<file path="src/rtl/bus_share_arbiter.sv">
`default_nettype none
// ============================================================================
// bus_share_arbiter : two-requester round-robin owner of the 16-bit mux E/S
// Rev 1.0
// ============================================================================
module bus_share_arbiter #(
  parameter int MAX_BURST = 4,
  parameter int CW        = 4
) (
  input  logic          clk,
  input  logic          rst_n,
  input  logic          req0,
  input  logic          req1,
  input  logic          lock0,
  input  logic          lock1,
  output logic          gnt0,
  output logic          gnt1,
  output logic          mux_e,
  output logic          mux_s,
  output logic [CW-1:0] burst_cnt
);

  typedef enum logic [1:0] {
    IDLE = 2'd0,
    OWN0 = 2'd1,
    OWN1 = 2'd2
  } state_t;

  localparam logic [CW-1:0] C_MAX = CW'(MAX_BURST);

  state_t        state;
  state_t        state_nxt;
  state_t        other;
  logic          prio;
  logic          prio_nxt;
  logic [CW-1:0] cnt_nxt;
  logic          req_me;
  logic          req_other;
  logic          lock_me;
  logic          at_max;

  always_comb begin
    state_nxt = state;
    prio_nxt  = prio;
    cnt_nxt   = burst_cnt;
    other     = (state == OWN1) ? OWN0 : OWN1;
    req_me    = (state == OWN1) ? req1  : req0;
    req_other = (state == OWN1) ? req0  : req1;
    lock_me   = (state == OWN1) ? lock1 : lock0;
    at_max    = (burst_cnt >= C_MAX);

    case (state)
      IDLE: begin
        // prio=1 means requester 1 wins a tie
        if (req0 && (!req1 || !prio)) state_nxt = OWN0;
        else if (req1)                state_nxt = OWN1;
      end
      OWN0, OWN1: begin
        if (!req_me)                                state_nxt = req_other ? other : IDLE;
        else if (req_other && at_max && !lock_me)   state_nxt = other;
      end
      default: state_nxt = IDLE;
    endcase

    if (state_nxt == IDLE) begin
      cnt_nxt = '0;
    end else if (state_nxt != state) begin
      cnt_nxt  = CW'(1);
      prio_nxt = (state_nxt == OWN0);
    end else begin
      cnt_nxt = at_max ? C_MAX : burst_cnt + CW'(1);
    end
  end

  always_ff @(posedge clk or negedge rst_n) begin
    if (!rst_n) begin
      state     <= IDLE;
      prio      <= 1'b0;
      burst_cnt <= '0;
      gnt0      <= 1'b0;
      gnt1      <= 1'b0;
      mux_e     <= 1'b0;
      mux_s     <= 1'b0;
    end else begin
      state     <= state_nxt;
      prio      <= prio_nxt;
      burst_cnt <= cnt_nxt;
      gnt0      <= (state_nxt == OWN0);
      gnt1      <= (state_nxt == OWN1);
      mux_e     <= (state_nxt != IDLE);
      mux_s     <= (state_nxt == OWN1);
    end
  end

endmodule
`default_nettype wire

</file>
<file path="config.mk">
export PLATFORM = sky130hd
export DESIGN_NAME = bus_share_arbiter
export DESIGN_NICKNAME = d
export VERILOG_FILES = /design/src/rtl/bus_share_arbiter.sv
export SDC_FILE = /design/constraint.sdc
export NUM_CORES = 1
export LEC_CHECK = 0
export BUFFER_PORTS_ARGS = -buffer_cell sky130_fd_sc_hd__buf_2
export CAP_MARGIN = 0
export CORE_ASPECT_RATIO = 0.75
export CORE_MARGIN = 2
export CORE_UTILIZATION = 25
export CTS_CLUSTER_DIAMETER = 150
export DETAILED_ROUTE_END_ITERATION = 8
export MAX_ROUTING_LAYER = met4
export PLACE_DENSITY_LB_ADDON = 0.05
export SYNTH_ARGS = -nofsm -noshare
export SYNTH_HDL_FRONTEND = slang
export SYNTH_SLANG_ARGS = --single-unit
</file>
<file path="constraint.sdc">
create_clock -name clk -period 5.35 [get_ports clk]
set_input_delay 0.535 -clock clk [delete_from_list [all_inputs] [get_ports clk]]
set_output_delay 0.535 -clock clk [all_outputs]
set_load 0.02 [all_outputs]
</file>
# Yosys cells after proc, flatten, opt, wreduce, memory -nomap -nowiden
# Cells that the tools add are included.
[op_classes] mux=13 n_lt_le_gt_ge=1 n_eq_ne=5 reduce_logical=12 addsub=1 bitwise=1
[op_table] operator="$mux W2" n=6
[op_table] operator="$mux W4" n=3
[op_table] operator="$add A4 B1 Y4 const B" n=1
[op_table] operator="$eq A2 B1 Y1 const B" n=2
[op_table] operator="$eq A2 B2 Y1 const B" n=2
[op_table] operator="$ge A4 B3 Y1 const B" n=1
[op_table] operator="$logic_not A2 Y1" n=2
[op_table] operator="$pmux W2 S2" n=1
[op_table] operator="$logic_and A1 B1 Y1" n=3
[op_table] operator="$logic_not A1 Y1" n=3
[op_table] operator="$mux W1" n=3
[op_table] operator="$ne A2 B2 Y1" n=1
[op_table] operator="$reduce_and A2 Y1" n=1
[op_table] operator="$reduce_bool A2 Y1" n=1
[op_table] operator="$reduce_or A2 Y1" n=1
[op_table] operator="$logic_or A1 B1 Y1" n=1
[op_table] operator="$not A1 Y1" n=1
[totals] output_inout_bits=8 wordCells=39 input_bits=6 register_bits=10

# Depth between registers and ports, before layout
# Gate-level depths: netlist of the first run.
[logic_depth] word_depth=10 mapped_depth=9 ltp_nobuf=8

# Worst setup path after synthesis of the first run
# OpenSTA, ideal clock, no wires.
[synth_path] path_type="register to register" startpoint="register state[0]" endpoint="register burst_cnt[0]" period_less_slack_ns=2.327 setup_ns=0.120 t_required_ns=5.230 path_buffers=1 slack_ns=3.023 stages_incl_launch_ff=10 arrival_time_ns=2.207 path_cell_list="dfrtp_1 inv_1 ha_1 nor2b_1 o32ai_4 o31ai_1 and2_1 buf_6 or4_1 and3_1"
[synth_via] elab_chain_cells=10 elab_cells_between_ends=21 cone_classes="eq/ne: 3; mux: 12; reduce/logical: 6"
[synth_rtl] element="from (decl)" line="31" text="state_t state;"
[synth_rtl] element="from (signal assigned)" line="85" text="state <= state_nxt;"
[synth_rtl] element="$eq A2 B2 Y1"
[synth_rtl] element="$mux W1, on equally long branches" line="48, 49"
[synth_rtl] element="$logic_and A1 B1 Y1 / $logic_not A1 Y1 (equally long branches)" line="60" text="else if (req_other && at_max && !lock_me) state_nxt = other;"
[synth_rtl] element="$logic_and A1 B1 Y1" line="60"
[synth_rtl] element="$mux W2" line="60"
[synth_rtl] element="$mux W2" line="59" text="if (!req_me) state_nxt = req_other ? other : IDLE;"
[synth_rtl] element="$pmux W2 S2" line="52" text="case (state)"
[synth_rtl] element="$ne A2 B2 Y1" line="67" text="end else if (state_nxt != state) begin"
[synth_rtl] element="$mux W4" line="67"
[synth_rtl] element="$mux W4 (*)" line="65" text="if (state_nxt == IDLE) begin"
[synth_rtl] element="via cnt_nxt[0]" line="36" text="logic [CW-1:0] cnt_nxt;"
[synth_rtl] element="to (signal assigned)" line="87" text="burst_cnt <= cnt_nxt;"
[synth_rtl] element="to (decl)" line="20" text="output logic [CW-1:0] burst_cnt"
# Mark *: on every way through the listed nets, which the timed path passes. The rest lies on a longest branch.
# A chain may end at the register's enable or synchronous reset.

# Worst setup path after layout of the first run
# Ends and elaborated chain as after synthesis.

==> summary.log, run 1 <==
qor: final_layout.area.sequential 250 µm²
qor: pwr.vdd_ir_drop_max 0.156 mV
qor: critical_path.cp_slowest_stage_delay 0.50 ns
qor: global_route.grt_pass1_wl 2.62 mm
qor: logic_synthesis.synth.cells.most_frequent sky130_fd_sc_hd__dfrtp_1 (10), sky130_fd_sc_hd__a21oi_1 (7), sky130_fd_sc_hd__nand2_1 (7)
qor: timing.fmaxAchievable 394 MHz
qor: critical_path.r2r_path_start state[0]$_DFF_PN0_
qor: clock_tree.ctsResizeCount 0
qor: final_layout.antenna-diode-count 0
qor: timing.clock-skew-final 0.000771 ns
qor: place.io_buffers 13
qor: global_route.maximum_number_of_pins_on_one_net_before_global_route_repair 14
qor: drt.via_count 636
qor: timing.post-route-min-period 2.54 ns
qor: logic_synthesis.synth_largest_type_area_fraction 0.344
qor: clock_tree.ctsHtreeMaxLevel 1
qor: logic_synthesis.seq_area_frac_synth 0.344
qor: place.dpl_cell_area 787 µm²
qor: drt.route.detailed.drc 0
qor: logic_synthesis.ys_seq_elements 10
qor: floorplan.io_pins 14
qor: logic_synthesis.synth-main-ff-cell sky130_fd_sc_hd__dfrtp_1
qor: clock_tree.clkSinkCount 10
qor: timing.slew_viol_final 0
qor: final_layout.post_layout_utilization_of_the_core 0.314
qor: drt.firstDrtPassIters 4
qor: logic_synthesis.post_synth.cell_area_avg 8.87 µm²
qor: clock_tree.cts_buffer_count 3
qor: critical_path.setup.worst_path.start state[0]$_DFF_PN0_
qor: floorplan.dieWidth 66.3 µm
qor: logic_synthesis.synthCells 82
qor: timing.rsz_0062_raised_after_global_routing false
qor: clock_tree.post-cts-setup-buffers 0
qor: pwr.total_leakage_power 0.000375 µW
qor: drt.wirelength 1.60 mm
qor: drt.post_detailed_route_via_to_cell_ratio 4.97
qor: pwr.power_density 592 nW/µm²
qor: final_layout.n_fill_cell 300
qor: final_layout.finalNetCount 103
qor: floorplan.core_area 2680 µm²
qor: clock_tree.deepest_clock_path_buffer_count 2
qor: timing.setup_viol 0
qor: final_layout.multi_input_comb_area 408 µm²
qor: floorplan.design.die.area 3360 µm²
qor: min_path.hold_class input port to async pin
qor: logic_synthesis.syn_nets 92
qor: critical_path.r2r-end burst_cnt[0]$_DFF_PN0_
qor: flow_run.max-cap-violations 0
qor: logic_synthesis.synth_area_leaders sky130_fd_sc_hd__dfrtp_1 (34%), sky130_fd_sc_hd__ha_1 (6.9%), sky130_fd_sc_hd__a21oi_1 (4.8%), sky130_fd_sc_hd__buf_4 (4.1%), sky130_fd_sc_hd__o32ai_4 (3.8%)
qor: timing.setup_tns 0 ns
qor: final_layout.fin_cells 128
qor: logic_synthesis.mappedNetlistArea 727 µm²
qor: clock_tree.cts-hold-fix-buffers 0
qor: logic_synthesis.synth-async-reset-ratio 1.00
qor: floorplan.floorplan.die.height 50.7 µm
qor: drt.drtAntennaViolNets 0
qor: clock_tree.clock_transition_at_the_registers_of_the_reported_paths 0.05 ns
qor: critical_path.critical_path_required 5.47 ns
qor: clock_tree.clock_tree.root_cell sky130_fd_sc_hd__clkbuf_8
qor: final_layout.drive_above_1_share 0.217
qor: critical_path.timing.critical_path.arrival 2.66 ns
qor: critical_path.critical_path_class flip-flop to flip-flop
qor: critical_path.cp_cell_sequence inv_1 > ha_1 > nor2b_1 > o32ai_4 > o31ai_1 > and2_1 > or4_1 > and3_1
qor: global_route.initial_antenna_violation_count 0
qor: clock_tree.clock_latency 0.23 ns
qor: critical_path.critPathSlowestCell sky130_fd_sc_hd__or4_1
qor: place.gpl.final_weighted_congestion 0.744
qor: outcome.status completed
qor: critical_path.path_max_fanout 8
qor: floorplan.start_util 0.271
qor: critical_path.worstPathBufferInverterCount 1
qor: place.dpl.cell_count 124
qor: global_route.grt_overflow_total 0
qor: logic_synthesis.post_synth_num_cell_types 37
qor: clock_tree.cts_tree done
qor: critical_path.startpoint_class flip-flop
qor: drt.detail_route.wl_per_cell 12.5 µm
qor: floorplan.floorplan.rows 16
qor: logic_synthesis.number_of_enable_flip_flop_cells_after_synthesis 0
qor: place.hpwlAfterDp 1.28 mm
qor: final_layout.area_delta_synth_final 15.8%
qor: final_layout.finalInstanceArea 842 µm²
qor: global_route.grt_pass1_vias 561
qor: logic_synthesis.synth_largest_area_cell sky130_fd_sc_hd__dfrtp_1
qor: logic_synthesis.synth.most_common_cell sky130_fd_sc_hd__dfrtp_1
qor: critical_path.crit_family simple AND/OR/NAND/NOR gates
qor: timing.final_min_period_over_clock_period 0.474
qor: drt.initial_drc_count 17
qor: logic_synthesis.yosys_warnings 0
qor: critical_path.reg2reg_slack 2.81 ns
qor: global_route.gr-usage-all-layers 0.108
qor: critical_path.worstRegToRegCells 8
qor: timing.final-hold-violation-count 0
qor: critical_path.setup.worst_path.end_class flip-flop
[cells by family (layout without fill, tap and decap cells)]
family          count (synthesis)  in the layout  share of synthesized area
simple gates                   29             29                      0.210
compound gates                 26             26                      0.277
buf+inv                        12             22                     0.0946
fa+ha+maj                       4              4                     0.0688
other cells                     1              1                    0.00516
flops                          10             10                      0.344
[state kept, by name, indices dropped and copies added, names as in the netlist]
register	cells
burst_cnt	4
gnt0	1
mux_e	1
mux_s	1
prio	1
state	2
[worst max path at each step]
| stage | endpoint | slack (ns) | cells after the start |
|---|---|---|---|
| floorplan | burst_cnt[0]$_DFF_PN0_ | 3.02 | 9 |
| global placement | burst_cnt[0]$_DFF_PN0_ | 2.76 | 8 |
| detailed placement | burst_cnt[0]$_DFF_PN0_ | 2.83 | 8 |
| CTS | burst_cnt[0]$_DFF_PN0_ | 2.83 | 8 |
| global route | burst_cnt[0]$_DFF_PN0_ | 2.68 | 8 |
| finish | burst_cnt[0]$_DFF_PN0_ | 2.81 | 8 |
[per-stage QoR]
stage | total power [µW] | hold WS [ns] | worst slack [ns]
3_3_place_gp | 421 | 0.411 | 2.76
6_report | 499 | 0.152 | 2.81
3_5_place_dp | 407 | 0.403 | 2.83
5_1_grt | 544 | 0.157 | 2.68
4_1_cts | 500 | 0.156 | 2.83
2_1_floorplan | 360 | 0.239 | 3.02
[cell usage in the layout, fill, tap and decap left out, types with 2 or more instances in the layout]
| cell | n |
|---|---|
| sky130_fd_sc_hd__a211oi_1 | 2 |
| sky130_fd_sc_hd__a21oi_1 | 7 |
| sky130_fd_sc_hd__and2_1 | 2 |
| sky130_fd_sc_hd__and3_1 | 3 |
| sky130_fd_sc_hd__buf_2 | 13 |
| sky130_fd_sc_hd__clkbuf_8 | 4 |
| sky130_fd_sc_hd__dfrtp_1 | 10 |
| sky130_fd_sc_hd__ha_1 | 4 |
| sky130_fd_sc_hd__inv_1 | 4 |
| sky130_fd_sc_hd__nand2_1 | 7 |
| sky130_fd_sc_hd__nor2_1 | 4 |
| sky130_fd_sc_hd__nor3_1 | 5 |
| sky130_fd_sc_hd__o21ai_0 | 3 |
| sky130_fd_sc_hd__o31ai_1 | 3 |
[where the power goes]
part	switching [µW]	leakage, µW	total [µW]	internal (µW)
Combinational	169	0.000220	270	101
Clock	26.7	0.0000288	91.1	64.4
Sequential	30.8	0.000126	137	106
Total	227	0.000375	499	272
[cell type report]
cell class	instances	share of cell area
Clock buffer	4	0.0654
Inverter	5	0.0223
Multi-Input combinational cell	60	0.484
Sequential cell	10	0.297
Tap cell	36	0.0535
Timing Repair Buffer	13	0.0773
[layer usage]
| layer | GRT usage | part of all wire | up-vias |
|---|---|---|---|
| met1 | 0.149 | 0.51 | 302 |
| li1 | - | - | 322 |
| met3 | 0.0561 | 0.054 | 0 |
| met2 | 0.143 | 0.44 | 12 |
| met5 | - | 0 | - |
| met4 | 0.0102 | 0 | 0 |
Note: power is estimated with default switching activity, not from simulation.
==> run 2, diff against run 1 <==
- clock period: 5.35 -> 2.6 ns (I/O delays scaled with it)
==> summary.log, run 2 (synthesized netlist as in run 1, its figures left out) <==
qor: min_path.hold_class input port to async pin
qor: final_layout.n_fill_cell 301 [+0.33%]
qor: drt.via_count 668 [+5.0%]
qor: timing.final_min_period_over_clock_period 0.867 [+0.392]
qor: drt.drtAntennaViolNets 0 [unchanged]
qor: timing.fmaxAchievable 444 MHz [+13%]
qor: place.hpwlAfterDp 1.33 mm [+3.8%]
qor: critical_path.setup.worst_path.start state[0]$_DFF_PN0_
qor: critical_path.reg2reg_slack 0.35 ns [-2.47 ns]
qor: global_route.grt_pass1_vias 584 [+4.1%]
qor: global_route.gr-usage-all-layers 0.121 [+0.0132]
qor: floorplan.io_pins 14 [unchanged]
qor: critical_path.setup.worst_path.end_class flip-flop
qor: clock_tree.clock_transition_at_the_registers_of_the_reported_paths 0.04 ns [about the same]
qor: outcome.status completed
qor: place.io_buffers 13 [unchanged]
qor: critical_path.startpoint_class flip-flop
qor: timing.rsz_0062_raised_after_global_routing false
qor: pwr.vdd_ir_drop_max 0.271 mV [+74%]
qor: critical_path.critical_path_class flip-flop to flip-flop
qor: final_layout.area_delta_synth_final 20.5%
qor: place.gpl.final_weighted_congestion 0.750 [+0.79%]
qor: place.dpl_worst_slack 0.364 ns [-2.46 ns]
qor: global_route.grt_overflow_total 0 [unchanged]
qor: final_layout.most_common_cell_after_layout_fill_and_taps_aside sky130_fd_sc_hd__buf_2
qor: critical_path.worstPathBufferInverterCount 1 [unchanged]
qor: pwr.power_density 1200 nW/µm² [+100%]
qor: critical_path.critPathSlowestCell sky130_fd_sc_hd__or4_1
qor: global_route.maximum_number_of_pins_on_one_net_before_global_route_repair 12 [-2]
qor: drt.initial_drc_count 56 [+39]
qor: pwr.total_chip_power 1050 µW [+110%]
qor: drt.routed-wl-met3 103 µm [+18%]
qor: flow_run.max-cap-violations 0 [unchanged]
qor: drt.firstDrtPassIters 4 [unchanged]
qor: final_layout.drive_above_1_share 0.247 [+0.0300]
qor: floorplan.floorplan.die.height 50.7 µm [unchanged]
qor: critical_path.path_max_fanout 8 [unchanged]
qor: pwr.total_leakage_power 0.000396 µW [+5.6%]
qor: timing.post-route-min-period 2.25 ns [-0.284 ns]
qor: drt.wirelength_met1 861 µm [+6.2%]
qor: final_layout.regMostFlops burst_cnt
qor: timing.timing.final.ws_setup 0.347 ns [-2.47 ns]
qor: drt.wirelength 1.71 mm [+6.8%]
qor: clock_tree.clock_latency 0.23 ns [about the same]
qor: timing.clock-skew-final 0.00241 ns [+0.00164 ns]
qor: floorplan.design.die.area 3360 µm² [unchanged]
qor: critical_path.cp_slowest_stage_delay 0.50 ns [about the same]
qor: timing.setup_tns 0 ns [unchanged]
qor: critical_path.crit_family simple AND/OR/NAND/NOR gates
qor: clock_tree.ctsHtreeMaxLevel 1 [unchanged]
qor: timing.relSlewSlack 0.658
qor: floorplan.start_util 0.271 [unchanged]
qor: drt.route.detailed.drc 0 [unchanged]
qor: timing.setup_viol 0 [unchanged]
qor: final_layout.antenna-diode-count 0 [unchanged]
qor: drt.detail_route.wl_per_cell 12.9 µm [+2.8%]
qor: global_route.grt_pass1_wl 2.90 mm [+11%]
qor: final_layout.mostFrequentLayoutCells sky130_fd_sc_hd__buf_2 (13), sky130_fd_sc_hd__dfrtp_1 (10), sky130_fd_sc_hd__a21oi_1 (7), sky130_fd_sc_hd__nand2_1 (7)
qor: critical_path.r2r-end burst_cnt[0]$_DFF_PN0_
qor: clock_tree.cts_buffer_count 3 [unchanged]
qor: critical_path.cp_cell_sequence inv_1 > ha_1 > nor2b_1 > o32ai_4 > o31ai_1 > and2_1 > or4_1 > and3_1
qor: final_layout.area.sequential 250 µm² [unchanged]
qor: clock_tree.deepest_clock_path_buffer_count 2 [unchanged]
qor: critical_path.worstRegToRegCells 8 [unchanged]
qor: timing.slew_viol_final 0 [unchanged]
qor: global_route.initial_antenna_violation_count 0 [unchanged]
qor: timing.final-hold-violation-count 0 [unchanged]
qor: final_layout.finalNetCount 109 [+5.8%]
qor: drt.topRoutingLayerUsed met4
qor: clock_tree.clock_tree.root_cell sky130_fd_sc_hd__clkbuf_8
qor: critical_path.r2r_path_start state[0]$_DFF_PN0_
qor: drt.post_detailed_route_via_to_cell_ratio 5.02 [+1.1%]
qor: floorplan.dieWidth 66.3 µm [unchanged]
qor: final_layout.flip_flop_count_of_the_largest_register_all_copies_and_words_added 4 [unchanged]
qor: final_layout.biggestRegsByFlops burst_cnt x4, state x2
qor: drt.routed_length_on_met2 741 µm [+5.1%]
qor: critical_path.timing.critical_path.arrival 2.37 ns [-0.29 ns]
qor: clock_tree.cts_tree done
qor: timing.worst_slew_pin_slew 0.512 ns
qor: floorplan.floorplan.rows 16 [unchanged]
qor: clock_tree.clkSinkCount 10 [unchanged]
qor: floorplan.core_area 2680 µm² [unchanged]
qor: final_layout.multi_input_comb_area 408 µm² [unchanged]
qor: critical_path.critical_path_required 2.72 ns [-2.75 ns]
==> run 2: cell types whose count changed in the layout (fill, tap and decap cells not counted) <==
cell,delta
sky130_fd_sc_hd__dlygate4sd3_1,+1
sky130_fd_sc_hd__clkbuf_8,-1
sky130_fd_sc_hd__buf_4,+5
==> run 2: repair_timing <==
| action | 4_1_cts | 5_1_grt |
|---|---|---|
| buffers inserted | 0 | 0 |
| resized for setup | 0 | 0 |
| hold buffers | 1 | 0 |
| hold endpoints to repair | 10 | 0 |
==> run 2: stage by stage <==
step / utilization / std cells / area (µm²) / hold slack (ns)
after floorplan: - / 82 / 727 / -0.0356
after global placement: 0.307 / 129 / 825 / 0.135
after detailed placement: 0.307 / 129 / 825 / 0.134
after CTS: 0.326 / 133 / 876 / 0.424
after global routing: 0.326 / 133 / 876 / 0.443
final: 0.326 / 133 / 876 / 0.424
==> run 2: power breakdown <==
| part | total [µW] | switching, µW | internal, µW | leakage (µW) |
|---|---|---|---|---|
| clock | 155 | 54.0 | 101 | 0.0000216 |
| combinational | 644 | 391 | 253 | 0.000248 |
| sequential | 252 | 33.2 | 219 | 0.000126 |
| total | 1050 | 478 | 573 | 0.000396 |
==> run 2: cell type report <==
type                            count  area share
Clock buffer                        3      0.0471
Inverter                            5      0.0214
Multi-Input combinational cell     60       0.466
Sequential cell                    10       0.286
Tap cell                           36      0.0514
Timing Repair Buffer               19       0.129
==> run 2: how the worst max path moves through the flow <==
stage	end	cells past startpoint
after floorplan	burst_cnt[0]$_DFF_PN0_	9
after global placement	burst_cnt[0]$_DFF_PN0_	7
after detailed placement	burst_cnt[0]$_DFF_PN0_	8
after CTS	burst_cnt[0]$_DFF_PN0_	8
after global routing	burst_cnt[0]$_DFF_PN0_	7
final	burst_cnt[0]$_DFF_PN0_	8
==> run 2: metal layers <==
metal	track usage	up-vias
li1	-	337
met1	0.167	311
met2	0.157	18
met3	0.0561	2
met4	0.0306	0
met5	-	-
==> run 2: worst register-to-register path: cells and delay by family, from the launching register on <==
| kind | cells | cell delay (ns) |
|---|---|---|
| adders and majority gates | 1 | 0.29 |
| DFF | 1 | 0.33 |
| and+or+nand+nor | 4 | 1.10 |
| AOI/OAI and AO/OA | 2 | 0.34 |
| buffers and inverters | 1 | 0.07 |
==> run 3, diff against run 2 <==
- PLACE_DENSITY: not set -> 0.4
- PLACE_DENSITY_LB_ADDON: 0.05 -> not set
==> summary.log, run 3 (synthesized netlist as in run 1, its figures left out) <==
qor: final_layout.most_common_cell_after_layout_fill_and_taps_aside sky130_fd_sc_hd__buf_2
qor: flow_run.max-cap-violations 0 [unchanged]
qor: critical_path.worstPathBufferInverterCount 1 [unchanged]
qor: drt.drtAntennaViolNets 0 [unchanged]
qor: place.gpl.final_weighted_congestion 0.720 [-3.9%]
qor: final_layout.mostFrequentLayoutCells sky130_fd_sc_hd__buf_2 (13), sky130_fd_sc_hd__dfrtp_1 (10), sky130_fd_sc_hd__a21oi_1 (7), sky130_fd_sc_hd__nand2_1 (7), sky130_fd_sc_hd__nor3_1 (5)
qor: critical_path.critical_path_class flip-flop to flip-flop
qor: clock_tree.cts_buffer_count 3 [unchanged]
qor: drt.post_detailed_route_via_to_cell_ratio 5.03 [+0.15%]
qor: timing.clock-skew-final 0.00189 ns [-0.000525 ns]
qor: place.hpwlAfterDp 1.32 mm [-0.99%]
qor: global_route.grt_pass1_wl 2.93 mm [+0.72%]
qor: pwr.vdd_ir_drop_max 0.293 mV [+8.4%]
qor: timing.setup_viol 0 [unchanged]
qor: timing.setup_tns 0 ns [unchanged]
qor: global_route.initial_antenna_violation_count 0 [unchanged]
qor: clock_tree.clkSinkCount 10 [unchanged]
qor: pwr.power_density 1220 nW/µm² [+1.7%]
qor: floorplan.io_pins 14 [unchanged]
qor: critical_path.startpoint_class flip-flop
qor: timing.slew_viol_final 0 [unchanged]
qor: timing.final-hold-violation-count 0 [unchanged]
qor: floorplan.design.die.area 3360 µm² [unchanged]
qor: pwr.fraction_of_power_spent_switching_nets 0.450 [-0.00517]
qor: pwr.clock_power_share 0.183 [+0.036]
qor: critical_path.timing.critical_path.arrival 2.46 ns [+0.09 ns]
qor: place.io_buffers 13 [unchanged]
qor: critical_path.cp_slowest_stage_delay 0.51 ns [about the same]
qor: global_route.maximum_number_of_pins_on_one_net_before_global_route_repair 12 [unchanged]
qor: floorplan.start_util 0.271 [unchanged]
qor: final_layout.drive_above_1_share 0.240 [-0.00784]
qor: floorplan.floorplan.die.height 50.7 µm [unchanged]
qor: final_layout.fin_cells 132 [-0.75%]
qor: pwr.comb_power_share 0.581 [-0.032]
qor: drt.detail_route.wl_per_cell 13.3 µm [+3.5%]
qor: critical_path.critical_path_required 2.73 ns [about the same]
qor: timing.fmaxAchievable 429 MHz [-3.4%]
qor: clock_tree.cts_tree done
qor: pwr.total_leakage_power 0.000394 µW [-0.55%]
qor: drt.firstDrtPassIters 4 [unchanged]
qor: final_layout.regMostFlops burst_cnt
qor: pwr.power.internal 588 µW [+2.5%]
qor: clock_tree.ctsHtreeMaxLevel 1 [unchanged]
qor: critical_path.crit_family simple AND/OR/NAND/NOR gates
qor: drt.route.detailed.drc 0 [unchanged]
qor: min_path.hold_class input port to async pin
qor: pwr.power_switching 480 µW [+0.38%]
qor: timing.post-route-min-period 2.33 ns [+0.0786 ns]
qor: critical_path.critPathSlowestCell sky130_fd_sc_hd__or4_1
qor: clock_tree.ctsResizeCount 0 [unchanged]
qor: floorplan.floorplan.rows 16 [unchanged]
qor: drt.initial_drc_count 23 [-59%]
qor: floorplan.dieWidth 66.3 µm [unchanged]
qor: pwr.share_seq_of_total_power 0.236 [-0.004]
qor: drt.via_count 664 [-0.60%]
qor: clock_tree.clock_tree.root_cell sky130_fd_sc_hd__clkbuf_8
qor: final_layout.antenna-diode-count 0 [unchanged]
qor: final_layout.flip_flop_count_of_the_largest_register_all_copies_and_words_added 4 [unchanged]
qor: outcome.status completed
qor: clock_tree.clock_latency 0.24 ns [about the same]
qor: critical_path.path_max_fanout 8 [unchanged]
qor: drt.wirelength 1.76 mm [+2.7%]
qor: critical_path.setup.worst_path.end_class flip-flop
qor: final_layout.area_delta_synth_final 20.3%
qor: global_route.grt_overflow_total 0 [unchanged]
qor: clock_tree.clock_transition_at_the_registers_of_the_reported_paths 0.05 ns [about the same]
qor: clock_tree.deepest_clock_path_buffer_count 2 [unchanged]
qor: global_route.gr-usage-all-layers 0.122 [+0.00163]
qor: place.dpl.cell_count 127 [-1.6%]
qor: timing.rsz_0062_raised_after_global_routing false
qor: final_layout.biggestRegsByFlops burst_cnt x4, state x2
qor: critical_path.cp_cell_sequence inv_1 > ha_1 > nor2b_1 > o32ai_4 > o31ai_1 > and2_1 > or4_1 > and3_1
qor: floorplan.core_area 2680 µm² [unchanged]
qor: global_route.grt_pass1_vias 592 [+1.4%]
qor: timing.final_min_period_over_clock_period 0.897 [+0.0302]
qor: final_layout.finalNetCount 107 [-1.8%]
[run 3: changes by cell type in the layout (fill, tap and decap cells not counted)]
cell	delta
sky130_fd_sc_hd__clkbuf_8	+1
sky130_fd_sc_hd__buf_4	-2
[run 3: final timing paths]
| kind | start | endpoint | slack, ns | depth (start not counted) |
|---|---|---|---|---|
| worst max-delay path | state[0]$_DFF_PN0_ | burst_cnt[0]$_DFF_PN0_ | 0.27 | 8 |
| min in group clk | burst_cnt[2]$_DFF_PN0_ | burst_cnt[1]$_DFF_PN0_ | 0.56 | 3 |
| worst min-delay path | rst_n | burst_cnt[3]$_DFF_PN0_ | 0.43 | 2 |
| max in group asynchronous | rst_n | mux_e$_DFF_PN0_ | 1.98 | 2 |
| worst max register to register | state[0]$_DFF_PN0_ | burst_cnt[0]$_DFF_PN0_ | 0.27 | 8 |
| worst min register to register | burst_cnt[2]$_DFF_PN0_ | burst_cnt[1]$_DFF_PN0_ | 0.56 | 3 |
[run 3: power groups by stage]
| stage | logic (µW) | registers (µW) | clock network (µW) |
|---|---|---|---|
| finish | 620 | 252 | 195 |
| floorplan | 437 | 304 | 0 |
| global route | 685 | 262 | 213 |
| global placement | 636 | 255 | 0 |
| CTS | 620 | 253 | 202 |
| detailed placement | 615 | 255 | 0 |
[run 3: worst register-to-register path: cells and delay by family, from the launching register on]
family / cells / cell delay (ns)
AOI/OAI and AO/OA: 2 / 0.36
adders and majority gates: 1 / 0.31
buffers and inverters: 1 / 0.11
DFF: 1 / 0.34
and+or+nand+nor: 4 / 1.11
[run 3: stage by stage]
stage	utilization	total power (µW)	hold slack [ns]	worst slack [ns]	area (µm²)
6_report	0.326	1070	0.425	0.268	875
3_5_place_dp	0.302	871	0.136	0.283	810
3_3_place_gp	0.302	891	0.136	0.294	810
2_1_floorplan	-	742	-0.0356	0.273	727
4_1_cts	0.326	1070	0.417	0.284	875
5_1_grt	0.326	1160	0.446	0.141	875
[run 3: repair_timing]
item | in CTS | in global routing
buffers inserted | 0 | 0
hold endpoints to repair | 10 | 0
hold buffers | 1 | 0
setup endpoints to repair | 0 | 0
[run 3: per-layer routing]
metal / wire length (µm) / up-vias / track usage
met4: 29 / 0 / 0.0510
met1: 910 / 314 / 0.172
met5: 0 / - / -
met2: 737 / 11 / 0.153
li1: - / 334 / -
met3: 82 / 5 / 0.0471
[run 3: layout make-up]
type	instances	area [µm²]
multi-input combinational	60	408
tap	36	45.0
inverter	5	18.8
timing repair buffer	17	97.6
fill	298	1810
sequential	10	250
clock buffer	4	55.1
